[src/rtl/load_store_unit.sv]
// Sequences load/store requests onto the single-port data bus with alignment checking and load extension.
// Latency: BUS_WAIT+1 cycles from accept to resp_valid (1 cycle for errored requests); one request in flight.
// Backpressure: req_ready is low outside IDLE; the requester holds its request until accepted.
module load_store_unit #(
    parameter int unsigned BUS_WAIT = 1
) (
    input  logic        clk,
    input  logic        rst,
    input  logic        req_valid,
    output logic        req_ready,
    input  logic        req_we,
    input  logic [2:0]  req_funct3,
    input  logic [31:0] req_addr,
    input  logic [31:0] req_wdata,
    output logic        resp_valid,
    output logic [31:0] resp_rdata,
    output logic        resp_err,
    output logic        bus_rw,
    output logic [1:0]  bus_len,
    output logic [31:0] bus_addr,
    output logic [31:0] bus_write,
    input  logic [31:0] bus_read
);

    typedef enum logic [1:0] {IDLE, ACCESS, RESP} state_t;

    localparam logic [3:0] WAIT_INIT = 4'(BUS_WAIT - 1);

    state_t      state_q, state_d;
    logic [3:0]  cnt_q, cnt_d;
    logic        we_q, we_d;
    logic [2:0]  f3_q, f3_d;
    logic [31:0] addr_q, addr_d;
    logic [31:0] wdata_q, wdata_d;
    logic [31:0] rdata_q, rdata_d;
    logic        err_q, err_d;

    logic        illegal;
    logic        in_access;
    logic [31:0] wdata_masked;
    logic [31:0] rdata_ext;

    // Flag unsupported width codes and misaligned addresses of the incoming request.
    always_comb begin
        illegal = 1'b0;
        case (req_funct3)
            3'b000:  illegal = 1'b0;
            3'b001:  illegal = req_addr[0];
            3'b010:  illegal = |req_addr[1:0];
            3'b100:  illegal = req_we;
            3'b101:  illegal = req_we | req_addr[0];
            default: illegal = 1'b1;
        endcase
    end

    // Sign/zero extend the raw bus data according to the latched width code.
    always_comb begin
        rdata_ext = bus_read;
        case (f3_q)
            3'b000:  rdata_ext = {{24{bus_read[7]}}, bus_read[7:0]};
            3'b001:  rdata_ext = {{16{bus_read[15]}}, bus_read[15:0]};
            3'b100:  rdata_ext = {24'b0, bus_read[7:0]};
            3'b101:  rdata_ext = {16'b0, bus_read[15:0]};
            default: rdata_ext = bus_read;
        endcase
    end

    // Next-state logic: accept in IDLE, count bus wait states in ACCESS, single-cycle RESP.
    always_comb begin
        state_d = state_q;
        cnt_d   = cnt_q;
        we_d    = we_q;
        f3_d    = f3_q;
        addr_d  = addr_q;
        wdata_d = wdata_q;
        rdata_d = rdata_q;
        err_d   = err_q;
        case (state_q)
            IDLE: begin
                if (req_valid) begin
                    we_d    = req_we;
                    f3_d    = req_funct3;
                    addr_d  = req_addr;
                    wdata_d = req_wdata;
                    rdata_d = 32'b0;
                    err_d   = illegal;
                    if (illegal) begin
                        state_d = RESP;
                    end else begin
                        cnt_d   = WAIT_INIT;
                        state_d = ACCESS;
                    end
                end
            end
            ACCESS: begin
                if (cnt_q == 4'd0) begin
                    if (!we_q) begin
                        rdata_d = rdata_ext;
                    end
                    state_d = RESP;
                end else begin
                    cnt_d = cnt_q - 4'd1;
                end
            end
            RESP: begin
                state_d = IDLE;
            end
            default: begin
                state_d = IDLE;
            end
        endcase
    end

    // State and request registers; reset returns to IDLE and drops any pending response.
    always_ff @(posedge clk) begin
        if (rst) begin
            state_q <= IDLE;
            cnt_q   <= 4'd0;
            we_q    <= 1'b0;
            f3_q    <= 3'd0;
            addr_q  <= 32'd0;
            wdata_q <= 32'd0;
            rdata_q <= 32'd0;
            err_q   <= 1'b0;
        end else begin
            state_q <= state_d;
            cnt_q   <= cnt_d;
            we_q    <= we_d;
            f3_q    <= f3_d;
            addr_q  <= addr_d;
            wdata_q <= wdata_d;
            rdata_q <= rdata_d;
            err_q   <= err_d;
        end
    end

    // Store data masked to the access width so the bus never sees stale upper bytes.
    always_comb begin
        case (f3_q[1:0])
            2'b00:   wdata_masked = {24'b0, wdata_q[7:0]};
            2'b01:   wdata_masked = {16'b0, wdata_q[15:0]};
            default: wdata_masked = wdata_q;
        endcase
    end

    assign in_access  = (state_q == ACCESS);
    assign req_ready  = (state_q == IDLE);
    assign resp_valid = (state_q == RESP);
    assign resp_rdata = resp_valid ? rdata_q : 32'b0;
    assign resp_err   = resp_valid & err_q;
    assign bus_rw     = in_access & we_q;
    assign bus_len    = in_access ? f3_q[1:0] : 2'b00;
    assign bus_addr   = in_access ? addr_q : 32'b0;
    assign bus_write  = (in_access && we_q) ? wdata_masked : 32'b0;

endmodule

[config.mk]
export PLATFORM = sky130hd
export DESIGN_NAME = load_store_unit
export DESIGN_NICKNAME = d
export VERILOG_FILES = /design/src/rtl/load_store_unit.sv
export SDC_FILE = /design/constraint.sdc
export NUM_CORES = 1
export LEC_CHECK = 0
export BUFFER_PORTS_ARGS = -buffer_cell sky130_fd_sc_hd__buf_2
export CORE_MARGIN = 2
export CORE_UTILIZATION = 50
export DETAILED_ROUTE_END_ITERATION = 8
export PLACE_DENSITY_LB_ADDON = 0.3
export SYNTH_ARGS = -nofsm -noshare
export SYNTH_HDL_FRONTEND = slang
export SYNTH_SLANG_ARGS = --single-unit
[constraint.sdc]
create_clock -name clk -period 4.5 [get_ports clk]
set_input_delay 0 -clock clk [delete_from_list [all_inputs] [get_ports clk]]
set_output_delay 0 -clock clk [all_outputs]
set_load 0.005 [all_outputs]
# Word level (Yosys, flattened, before mapping)
# Cells that the tools add are included.
[totals]
word_cells = 58
output_inout_bits = 102
ff_bits = 107
in_bits = 103
[op_classes]
bitwise_logic = 3
n_eq_ne = 15
addsub = 1
mux = 19
n_reduce_logical = 12
[op_table]
columns = ["cell", "count"]
rows = [
  ["two-way mux 32 bit", 6],
  ["case mux 32 bit (2 select lines)", 2],
  ["case mux 32 bit (4 select lines)", 1],
  ["== test 3 bit (second input constant)", 4],
  ["two-way mux 4 bit", 3],
  ["two-way mux 2 bit", 4],
  ["inequality test 2 bit (second input constant)", 4],
  ["case mux 4 bit (2 select lines)", 1],
  ["AND reduction 4 bit", 2],
  ["== test 3 x 1 -> 1 bit (second input constant)", 2],
  ["zero test 3 bit", 2],
  ["case mux 1 bit (5 select lines)", 1],
  ["== test 2 x 1 -> 1 bit (second input constant)", 2],
  ["zero test 2 bit", 2],
  ["zero test 4 bit", 1],
  ["case mux 2 bit (2 select lines)", 1],
  ["AND reduction 2 bit", 2],
  ["subtractor 4 x 1 -> 4 bit (second input constant)", 1],
  ["== test 3 x 2 -> 1 bit (second input constant)", 1],
  ["bitwise AND 1 bit", 2],
  ["== test 2 bit (second input constant)", 1],
  ["inequality test 2 x 1 -> 1 bit (second input constant)", 1],
  ["nonzero test 2 bit", 1],
  ["OR reduction 2 bit", 1],
  ["2 further kinds", 2],
]

# Depth between registers and ports, before layout
# Gate-level depths: netlist of the first run.
[depth]
depth_word = 5
depth_mapped = 8
mapped_depth_nobuf = 6

# Worst setup path after synthesis of the first run
# OpenSTA, ideal clock, no wires.
[synth_timing]
path_kind = "register to register"
startpoint = "reg cnt_q[0]"
endpoint = "reg rdata_q[20]"
path_buffers = 1
path_stages_with_launch = 8
synth_period_minus_slack_ns = 1.548
required_time_ns = 4.383
setup_time_ns = 0.117
arrival_ns = 1.431
path_slack_ns = 2.952
cell_sequence = "dfxtp_1 inv_1 ha_1 nor3b_4 mux2_2 o2111ai_2 buf_2 o2bb2ai_1"
[synth_via]
elab_chain_len = 3
[synth_rtl]
columns = ["element", "line", "text"]
rows = [
  ["start: declaration", "30", "logic [3:0] cnt_q, cnt_d;"],
  ["start signal: assignment", "127", "cnt_q <= cnt_d;"],
  ["zero test 4 bit", "96", "if (cnt_q == 4'd0) begin"],
  ["inequality test 2 x 1 -> 1 bit (no source line)", "-", ""],
  ["AND reduction 4 bit (no source line)", "-", ""],
  ["end signal: assignment", "132", "rdata_q <= rdata_d;"],
  ["end: declaration", "35", "logic [31:0] rdata_q, rdata_d;"],
]
# No other way between the ends.
# A chain may end at the register's enable or synchronous reset.

# Final worst setup path of the first run
[layout_timing]
startpoint = "reg state_q[0]"
endpoint = "out bus_write[17]"
[layout_via]
elab_chain_len = 3
[layout_rtl]
columns = ["element", "line", "text"]
rows = [
  ["start: declaration", "29", "state_t state_q, state_d;"],
  ["start signal: assignment", "126", "state_q <= state_d;"],
  ["== test 2 x 1 -> 1 bit", "146", "assign in_access = (state_q == ACCESS);"],
  ["logical AND 1 bit", "154", "assign bus_write = (in_access && we_q) ? wdata_masked : 32'b0;"],
  ["two-way mux 32 bit", "154", ""],
  ["end: declaration", "21", "output logic [31:0] bus_write,"],
]
# No other way between the ends.

==> summary.md, run 1 <==
| Metric | Value |
|---|---|
| Hold path depth | 5 |
| Max layer used | met4 |
| Clk root buf | clkbuf_8 |
| First-pass DRT Iterations | 6 |
| Crit path launch type | register |
| Vias/cell | 5.150 |
| Status | completed |
| Syn Nets | around 710 |
| Setup TNS | 0 ns |
| Largest net degree at the start of global routing | 91 |
| Hold WC Path Type | in -> reg |
| Worst-Skew Late Latency | 0.36 ns |
| Worst R2R Start | state_q[1] |
| CP Class | reg -> out |
| Cell taking the most area after synthesis | dfxtp_1 |
| CTS tree | yes |
| Lkg Pwr | 3.175 nW |
| DRT Wirelength | 14440 um |
| I/O Pins | 205 |
| Cell Count, Final, Fillers Out | 1000 |
| Primary FF master, synth | dfxtp_1 |
| Max Clock Freq | 358.5 MHz |
| CTS H-tree depth | 3 |
| Async SR Flop Fraction | 0 |
| Actual slew at the worst max-slew pin | 1.044 ns |
| Commonest cells after routing, fill and taps aside | buf_2 (204), nand2_1 (162), dfxtp_1 (107), a21oi_1 (94) |
| Mean Syn Cell Area | 7.879 sq um |
| Final min period | 2.790 ns |
| DR vias | 5150 |
| Slew HR | 0.3022 |
| R2R depth | 5 |
| Starting Density | 0.5133 |
| Commonest non-fill, non-tap cell in the layout | buf_2 |
| Yosys cell types | 41 |
| Clock-pin slew on the worst setup and hold paths | 0.11 ns |
| Die X | roughly 100 um |
| DIE HEIGHT | 101.4 um |
| Initial drt markers | 274 |
| Worst Setup SP | state_q[0] |
| Global route overflow | 0 |
| HP Start | bus_read[11] |
| Cell area power density | 279.2 nW/um^2 |
| IR drop worst, VDD | 0.2095 mV |
| Placed insts | 890 |
| CP Max Fanout | 55 |
| WL met3 | 919 um |
| Syn Inst Count | 602 |
| Setup crit end kind | output pin |
| Worst Path Arrival | about 2.8 ns |
| Clock sink count | 107 |
| IO Port Bufs | 204 |
| Worst r2r dst | cnt_q[2] |
| Met2 Routed Length | 7249 um |
| Fraction of layout cells with a size suffix above 1 | 0.2693 |
| Post-synthesis sequential area ratio | 0.4516 |
| DRT antenna net count | 0 |
| Ys Warns | 0 |
| Top cell type's share of synthesized area | 0.4516 |
| DP HPWL | 8431 um |
| RSZ-0062 raised after global routing | false |
| Core area | 9240 sq um |
| Clk buf depth | 2 |
| Num CTS Buffers | 9 |
| Worst Skew | roughly 0.019 ns |
| Routability cong. | 0.7746 |
| Count of final setup violators | 0 |
| Vias in the first global route | 4974 |
| First-pass GRT wire length | 22810 um |
| R2R setup slack | 1.93 ns |
| WL met1 | 5902 um |
| Routed length per instance | 14.44 um |
| EDFF count, synth | 0 |
| Final hold violations | 0 |
| Overall Global Routing Usage | 0.2743 |
| Drt drc | 0 |
| Critical Path RT | about 4.5 ns |
| DP Worst Slack | a little over 2 ns |
| Num rows | 35 |
| Max Slew Vio Count | 0 |
| Worst hold endpoint | rdata_q[11] |
| Area Growth Syn to Fin | 44.79% |
| Full die area | around 10000 sq um |
| Net total in the final layout | a little under 1000 |
| Seq cells post-synth | about 110 |
| Mapped Area | 4743 sq um |
| Part of the cycle the worst path needs | 0.6199 |
| Max Cap Violations | 0 |
| Initial antenna violation count | 1 |
| Final setup margin | between 1.5 and 2 ns |
| Top cells by area, synth | dfxtp_1 (45%), nand2_1 (13%), and2_1 (12%) |
-- worst max-delay path, cell delays in order (launching register included) --
cell and delay, ns:
dfxtp_1 0.58, nor2b_4 0.93, and3_1 0.59, and2_1 0.22
buf_2 0.11
-- flip-flops by register name, indices dropped and copies added (netlist names) --
signal and cells:
state_q 2, addr_q 32, f3_q 3, err_q 1
rdata_q 32, we_q 1, cnt_q 4, wdata_q 32
-- cells by family after synthesis --
family,count (synthesis),synth area share
fa+ha+maj,1,0.002637
simple gates,312,0.3324
flops,107,0.4516
compound gates,128,0.1556
mux,3,0.006595
buf+inv,51,0.05117
-- Yosys cell counts, types with 2 or more instances --
library cell / number
o21ai_0: 10
nor2_1: 4
dfxtp_1: 107
and2_1: 92
a21oi_1: 94
buf_4: 3
nand4_1: 4
inv_1: 3
nor2b_1: 17
nand2_1: 163
and3_1: 9
clkbuf_1: 32
mux2i_1: 2
buf_6: 4
nand3_1: 10
o2bb2ai_1: 16
buf_2: 7
nor3b_4: 2
-- report_power, final --
part | switching [mW] | leakage [nW] | internal [mW] | total (mW)
Clock | 0.332 | 0.0995 | 0.278 | 0.609
Sequential | 0.0336 | 0.874 | 0.994 | 1.03
Combinational | 0.145 | 2.20 | 0.136 | 0.281
-- routing by layer --
| metal | up-vias | GRT usage |
|---|---|---|
| li1 | 2494 | - |
| met1 | 2380 | 0.3283 |
| met2 | 243 | 0.4840 |
| met3 | 33 | 0.05245 |
| met4 | 0 | 0.1091 |
| met5 | - | 0 |
-- final cells by class --
type	instances	area [sq um]
multi-input combinational	444	2375
tap	129	161.4
inverter	3	11.26
fill	662	2372
clock buffer	10	137.6
timing repair buffer	299	1964
antenna	2	5.005
clock inverter	6	71.32
sequential	107	2142
-- how the worst max path moves through the flow --
stage               endpoint  slack, ns
6_report       bus_write[17]       1.71
5_1_grt        bus_write[21]       1.47
4_1_cts        bus_write[31]       1.80
3_5_place_dp        cnt_q[2]       2.02
3_3_place_gp        cnt_q[2]       2.15
2_1_floorplan    rdata_q[20]       2.95
-- stage by stage --
step,hold WS (ns),total power [mW],util,area (sq um)
2_1_floorplan,0.1360,1.181,-,4743
3_3_place_gp,0.2410,1.251,0.6204,5733
3_5_place_dp,0.2484,1.260,0.6204,5733
4_1_cts,0.01962,1.922,0.7427,6863
5_1_grt,0.03416,2.005,0.7427,6863
6_report,0.03618,1.918,0.7433,6868
-- repair_timing --
action                     4_1_cts  5_1_grt
hold endpoints to repair        92        0
gates resized for setup          0        0
setup buffers                    0        0
setup endpoints to repair        0        0
hold buffers                    92        0
(Power assumes the default switching activity.)
==> run 2, diff against run 1 <==
- ABC_AREA: default -> 1
- CORE_UTILIZATION: 50 -> 48
- clock period: 4.5 -> 2.64 ns (I/O delays scaled with it)
==> summary.md, run 2 <==
| Metric | Value |
|---|---|
| Worst r2r dst | rdata_q[18] |
| Fraction of layout cells with a size suffix above 1 | 0.2322 (-0.03703) |
| Die X | 106.1 um (+4.7%) |
| DRT Wirelength | 14790 um (+2.5%) |
| Top Family by Delay on Critical Path | buffers and inverters |
| EDFF count, synth | 0 (unchanged) |
| Area Growth Syn to Fin | 39.64% |
| Status | completed |
| Max Cap Violations | 0 (unchanged) |
| FILL cells | 897 (+35%) |
| Cell taking the most area after synthesis | dfxtp_1 |
| IR drop worst, VDD | 0.3010 mV (+44%) |
| Worst Path Arrival | 2.11 ns (-0.68 ns) |
| Overall Global Routing Usage | 0.2605 (-0.01376) |
| ANT cells | 0 (-2) |
| Cell area power density | 544.7 nW/um^2 (+95%) |
| Starting Density | 0.4893 (-0.02404) |
| Mean Syn Cell Area | 6.345 sq um (-19%) |
| Flop pwr share | 0.491 (-0.045) |
| DRT antenna net count | 0 (unchanged) |
| Post-synth top cells | nor2_1 (230), nand2_1 (136), dfxtp_1 (107) |
| Initial drt markers | 303 (+11%) |
| Count of final setup violators | 0 (unchanged) |
| DP Worst Slack | 0.5651 ns (-1.455 ns) |
| Seq cells post-synth | 107 (unchanged) |
| Primary FF master, synth | dfxtp_1 |
| HP Start | bus_read[19] |
| First-pass GRT wire length | 24030 um (+5.4%) |
| P_sw | 1.241 mW (+140%) |
| Num CTS Buffers | 9 (unchanged) |
| Crit path launch type | register |
| CP Max Fanout | 37 (-33%) |
| Async SR Flop Fraction | 0 (unchanged) |
| Routed length per instance | 12.56 um (-13%) |
| Final setup margin | 0.5335 ns (-1.177 ns) |
| Num rows | 37 (+5.7%) |
| Final hold violations | 0 (unchanged) |
| Post-synthesis sequential area ratio | 0.4279 (-0.02370) |
| Syn Nets | 893 (+26%) |
| Syn Inst Count | 789 (+31%) |
| Hold path depth | 5 (unchanged) |
| # Post-CTS Setup Buffers | 0 (unchanged) |
| Crit path cell chain | inv_1, nor2_2, buf_4, inv_2, nor2_1, buf_2 |
| Top cell type's share of synthesized area | 0.4279 (-0.02370) |
| Final min period | 2.107 ns |
| Core area | 10230 sq um (+11%) |
| Worst-Skew Late Latency | 0.36 ns (about the same) |
| Clk root buf | clkbuf_8 |
| Critical Path RT | 2.64 ns (-1.86 ns) |
| CP bufs+invs | 4 (+3) |
| Mapped Area | 5006 sq um (+5.5%) |
| RSZ-0062 raised after global routing | false |
| Commonest cells after routing, fill and taps aside | nor2_1 (230), buf_2 (204), nand2_1 (136), dfxtp_1 (107), o21ai_0 (87) |
| Worst hold endpoint | rdata_q[19] |
| Full die area | 11260 sq um (+9.5%) |
| CP max stage delay | 0.38 ns (-0.55 ns) |
| Routability cong. | 0.8372 (+8.1%) |
| Setup crit end kind | output pin |
| Worst Skew | 0.01220 ns (-0.007032 ns) |
| DP HPWL | 8860 um (+5.1%) |
| Vias/cell | 4.803 (-6.7%) |
| Initial antenna violation count | 0 (-1) |
| Slowest stage cell, crit path | dfxtp_1 |
| Worst R2R Start | state_q[1] |
| Vias in the first global route | 5244 (+5.4%) |
| Hold WC Path Type | in -> reg |
| R2R depth | 6 (+1) |
| Biggest regs | addr_q: 32 flops, rdata_q: 32 flops, wdata_q: 32 flops |
| DR vias | 5658 (+9.9%) |
| Largest net degree at the start of global routing | 80 (-12%) |
| Max Clock Freq | between 400 and 500 MHz |
| Max Slew Vio Count | 0 (unchanged) |
| First-pass DRT Iterations | 7 (+1) |
| CP Class | reg -> out |
| CTS H-tree depth | 3 (unchanged) |
| IO Port Bufs | 204 (unchanged) |
| Clock power frac | 0.252 (-0.066) |
| Yosys cell types | 23 (-44%) |
| Internal power | 2.567 mW (+82%) |
| Ys Warns | 0 (unchanged) |
| Setup TNS | 0 ns (unchanged) |
| CTS tree | yes |
| Commonest non-fill, non-tap cell in the layout | nor2_1 |
| R2R setup slack | 0.57 ns (-1.36 ns) |
| Clock-pin slew on the worst setup and hold paths | 0.10 ns (about the same) |
| Fin util | 0.6833 (-0.06000) |
| Top cells by area, synth | dfxtp_1 (43%), nor2_1 (17%), nand2_1 (10%) |
| DIE HEIGHT | 106.1 um (+4.7%) |
| Clock sink count | 107 (unchanged) |
| Net total in the final layout | 1141 (+18%) |
| I/O Pins | 205 (unchanged) |
| Drt drc | 0 (unchanged) |
| Switch share | 0.3258 (+0.05965) |
| Gate power share | 0.258 (+0.112) |
| Actual slew at the worst max-slew pin | 0.8584 ns (-0.1861 ns) |
| Clk buf depth | 2 (unchanged) |
| Lkg Pwr | 3.477 nW (+9.5%) |
| Part of the cycle the worst path needs | 0.7979 |
| Global route overflow | 0 (unchanged) |
| Most common cell in the netlist | nor2_1 |
| Slew HR | 0.4257 (+0.1235) |
run 2: cell count changes after synthesis, sizes merged, moves of 17 or more:
| cell | delta |
|---|---|
| and2 | -92 |
| o21ai | +77 |
| a21oi | -47 |
| inv | +85 |
| nor2 | +229 |
| nand2 | -23 |
| nor2b | -17 |
run 2: how the worst max path moves through the flow:
stage,start,cells after the start,end
2_1_floorplan,cnt_q[0],9,rdata_q[22]
3_3_place_gp,state_q[1],6,rdata_q[15]
3_5_place_dp,state_q[1],6,rdata_q[15]
4_1_cts,state_q[0],6,bus_addr[9]
5_1_grt,state_q[1],7,rdata_q[18]
6_report,state_q[0],6,bus_addr[9]
run 2: timing repair:
item                                   in CTS  in global routing
gates resized for setup                     0                  0
hold buffers                               76                  1
endpoints found under the hold margin      76                  1
run 2: power by group through the flow:
stage / sequential [mW] / clock (mW) / combinational (mW)
final: 1.87 / 0.958 / 0.982
after global routing: 1.89 / 1.07 / 1.13
after CTS: 1.87 / 0.988 / 0.969
after detailed placement: 1.90 / 0 / 0.879
after global placement: 1.90 / 0 / 0.867
after floorplan: 1.89 / 0 / 0.663
run 2: layer usage:
metal	global-route usage	wire length, um	up-vias
met2	0.4295	6973	213
met1	0.3287	6440	2509
met5	0	0	-
met3	0.06990	1007	36
li1	-	-	2900
met4	0.09023	370	0
run 2: area by class of cell:
| class | instances | area [sq um] | share of cell area |
|---|---|---|---|
| clock buffer | 10 | 137.6 | 0.01969 |
| clock inverter | 6 | 47.55 | 0.006802 |
| inverter | 90 | 337.8 | 0.04833 |
| multi-input combinational | 540 | 2291 | 0.3277 |
| sequential | 107 | 2142 | 0.3064 |
| tap | 136 | 170.2 | 0.02434 |
| timing repair buffer | 289 | 1864 | 0.2667 |
run 2: cells by family (layout without fill, tap and decap cells):
group	Yosys count	count (layout)	synth area share
AO/OA/AOI/OAI	136	136	0.1377
flip-flops	107	107	0.4279
AND/OR/NAND/NOR	403	403	0.3164
buffers and inverters	142	395	0.1155
adder cells (fa/ha/maj)	1	1	0.002499
run 2: worst min-delay path, delay by kind of cell:
family | cells | cell delay [ns]
buf+inv | 1 | 0.07
simple gates | 3 | 0.21
compound gates | 1 | 0.06
run 2: per-stage QoR:
stage | power (mW) | cells | hold slack (ns) | instance area (sq um)
floorplan | 2.551 | 789 | 0.1667 | 5006
global placement | 2.764 | 1085 | 0.2493 | 6035
detailed placement | 2.782 | 1085 | 0.2559 | 6035
CTS | 3.822 | 1177 | 0.001463 | 6980
global route | 4.086 | 1178 | 0.01735 | 6990
finish | 3.807 | 1178 | 0.01668 | 6990
==> run 3, diff against run 2 <==
- CORE_UTILIZATION: 48 -> 44
- clock period: 2.64 -> 1.8 ns (I/O delays scaled with it)
==> summary.md, run 3 (synthesis gave the netlist of run 2 again) <==
| Metric | Value |
|---|---|
| Status | completed |
| First-pass DRT Iterations | 5 (-2) |
| Worst Skew | 0.01046 ns (-0.001737 ns) |
| Final hold slack | 0.01213 ns (-0.004554 ns) |
| Worst-Skew Late Latency | 0.33 ns (-0.03 ns) |
| Worst Path Arrival | 1.67 ns (-0.44 ns) |
| Max Cap Violations | 0 (unchanged) |
| Initial antenna violation count | 0 (unchanged) |
| DP Area | 6205 sq um (+2.8%) |
| Clock sink count | 107 (unchanged) |
| Full die area | 12250 sq um (+8.7%) |
| Vias/cell | 4.747 (-1.2%) |
| Final min period | 1.674 ns |
| HP Start | bus_read[3] |
| Drt drc | 0 (unchanged) |
| Lkg Pwr | 3.592 nW (+3.3%) |
| IR drop worst, VDD | 0.5094 mV (+69%) |
| Area Growth Syn to Fin | 44.11% |
| Core area | 10980 sq um (+7.3%) |
| Routability cong. | 0.8232 (-1.7%) |
| DRT Wirelength | 14610 um (-1.2%) |
| Starting Density | 0.4558 (-0.03350) |
| DP HPWL | 9375 um (+5.8%) |
| Net total in the final layout | 1143 (+0.18%) |
| DR vias | 5620 (-0.67%) |
| Crit path depth | 7 (+1) |
| Vias in the first global route | 5302 (+1.1%) |
| DIE HEIGHT | 110.7 um (+4.3%) |
| Num CTS Buffers | 9 (unchanged) |
| Commonest cells after routing, fill and taps aside | nor2_1 (229), buf_2 (204), nand2_1 (136), dfxtp_1 (107), o21ai_0 (87) |
| Global route overflow | 0 (unchanged) |
| Final Instance Area | 7214 sq um (+3.2%) |
| Met3 usage | 0.04975 (-0.02014) |
| FILL cells | 994 (+11%) |
| Biggest regs | addr_q: 32 flops, rdata_q: 32 flops, wdata_q: 32 flops |
| Met2 Usage GRT | 0.3951 (-0.03440) |
| Largest net degree at the start of global routing | 49 (-39%) |
| IO Port Bufs | 204 (unchanged) |
| Max Slew Vio Count | 0 (unchanged) |
| Final hold violations | 0 (unchanged) |
| Crit path launch type | register |
| # Post-CTS Setup Buffers | 0 (unchanged) |
| Fraction of layout cells with a size suffix above 1 | 0.2443 (+0.01201) |
| DRT antenna net count | 0 (unchanged) |
| CTS H-tree depth | 3 (unchanged) |
| RSZ-0062 raised after global routing | false |
| Actual slew at the worst max-slew pin | 0.4393 ns (-0.4191 ns) |
| Part of the cycle the worst path needs | 0.9300 |
| Max Clock Freq | 597.4 MHz |
| Clock-pin slew on the worst setup and hold paths | 0.07 ns (-0.03 ns) |
| ANT cells | 0 (unchanged) |
| Clk buf depth | 2 (unchanged) |
| Crit path cell chain | inv_1, nor2_2, buf_4, nand2_2, buf_12, nor2_1, buf_2 |
| CP bufs+invs | 4 (unchanged) |
| Clk root buf | clkbuf_16 |
| Top Family by Delay on Critical Path | buffers and inverters |
| Commonest non-fill, non-tap cell in the layout | nor2_1 |
| Initial drt markers | 377 (+24%) |
| Worst R2R Start | state_q[0] |
| Setup TNS | 0 ns (unchanged) |
| Critical Path RT | 1.80 ns (-0.84 ns) |
| Count of final setup violators | 0 (unchanged) |
| First-pass GRT wire length | 24430 um (+1.7%) |
| Cell area power density | 889.4 nW/um^2 (+63%) |
| CP Class | reg -> out |
| CTS tree | yes |
| Hold WC Path Type | in -> reg |
| Met1 Use GR | 0.3004 (-0.02828) |
| Die X | 110.7 um (+4.3%) |
| Slew HR | 0.7067 (+0.2810) |
| Worst Setup SP | state_q[0] |
| Routed length per instance | 12.34 um (-1.7%) |
| CP max stage delay | 0.37 ns (about the same) |
| Setup crit end kind | output pin |
| Overall Global Routing Usage | 0.2356 (-0.02493) |
| CP Max Fanout | 48 (+30%) |
| I/O Pins | 205 (unchanged) |
| Slowest stage cell, crit path | dfxtp_1 |
| Num rows | 38 (+2.7%) |
| Top Usage Layer GRT | met2 |
| R2R depth | 9 (+3) |
| Hold path depth | 5 (unchanged) |
## run 3: per-stage QoR
step / power [mW] / util / setup slack, ns / instances
2_1_floorplan: 3.741 / - / 0.4439 / 789
3_3_place_gp: 4.144 / 0.5649 / 0.3060 / 1101
3_5_place_dp: 4.170 / 0.5649 / 0.2644 / 1101
4_1_cts: 6.452 / 0.6563 / 0.08136 / 1184
5_1_grt: 6.810 / 0.6569 / 0.01429 / 1184
6_report: 6.417 / 0.6569 / 0.1261 / 1184
## run 3: final timing paths
check,to,slack [ns]
max reg2reg,rdata_q[28],0.28
max,bus_write[6],0.13
min reg2reg,addr_q[28],0.45
min,rdata_q[3],0.01
## run 3: repair_timing
| action | CTS | global route |
|---|---|---|
| endpoints found under the hold margin | 67 | 0 |
| hold buffers | 67 | 0 |
| resized for setup | 0 | 2 |
| endpoints found under the setup margin | 0 | 6 |
## run 3: layer usage
layer,part of all wire,vias up
met5,0,-
met4,0.015,0
met3,0.067,17
met2,0.47,205
met1,0.45,2488
li1,-,2910
## run 3: worst register-to-register path, stage by stage, from the launching register on
cell and delay (ns):
dfxtp_1 0.37, inv_1 0.06, nor2_2 0.14, buf_4 0.18
nand2_2 0.09, nand2_2 0.18, buf_12 0.21, nand2_1 0.09
nand2_1 0.07, nor2_1 0.04
## run 3: area by class of cell
class / count / area (sq um) / area share
clock inverters: 6 / 93.84 / 0.01301
flip-flops and latches: 107 / 2142 / 0.2969
well taps: 140 / 175.2 / 0.02428
clock buffers: 10 / 239.0 / 0.03313
inverters: 90 / 337.8 / 0.04683
repair buffers: 291 / 1933 / 0.2679
multi-input cells: 540 / 2293 / 0.3179
## run 3: power breakdown
group          internal [mW]  leakage (nW)  switching, mW
Sequential              2.65         0.886         0.0917
Clock                   1.27         0.160          0.891
Combinational          0.622          2.55          0.893
Total                   4.54          3.59           1.88
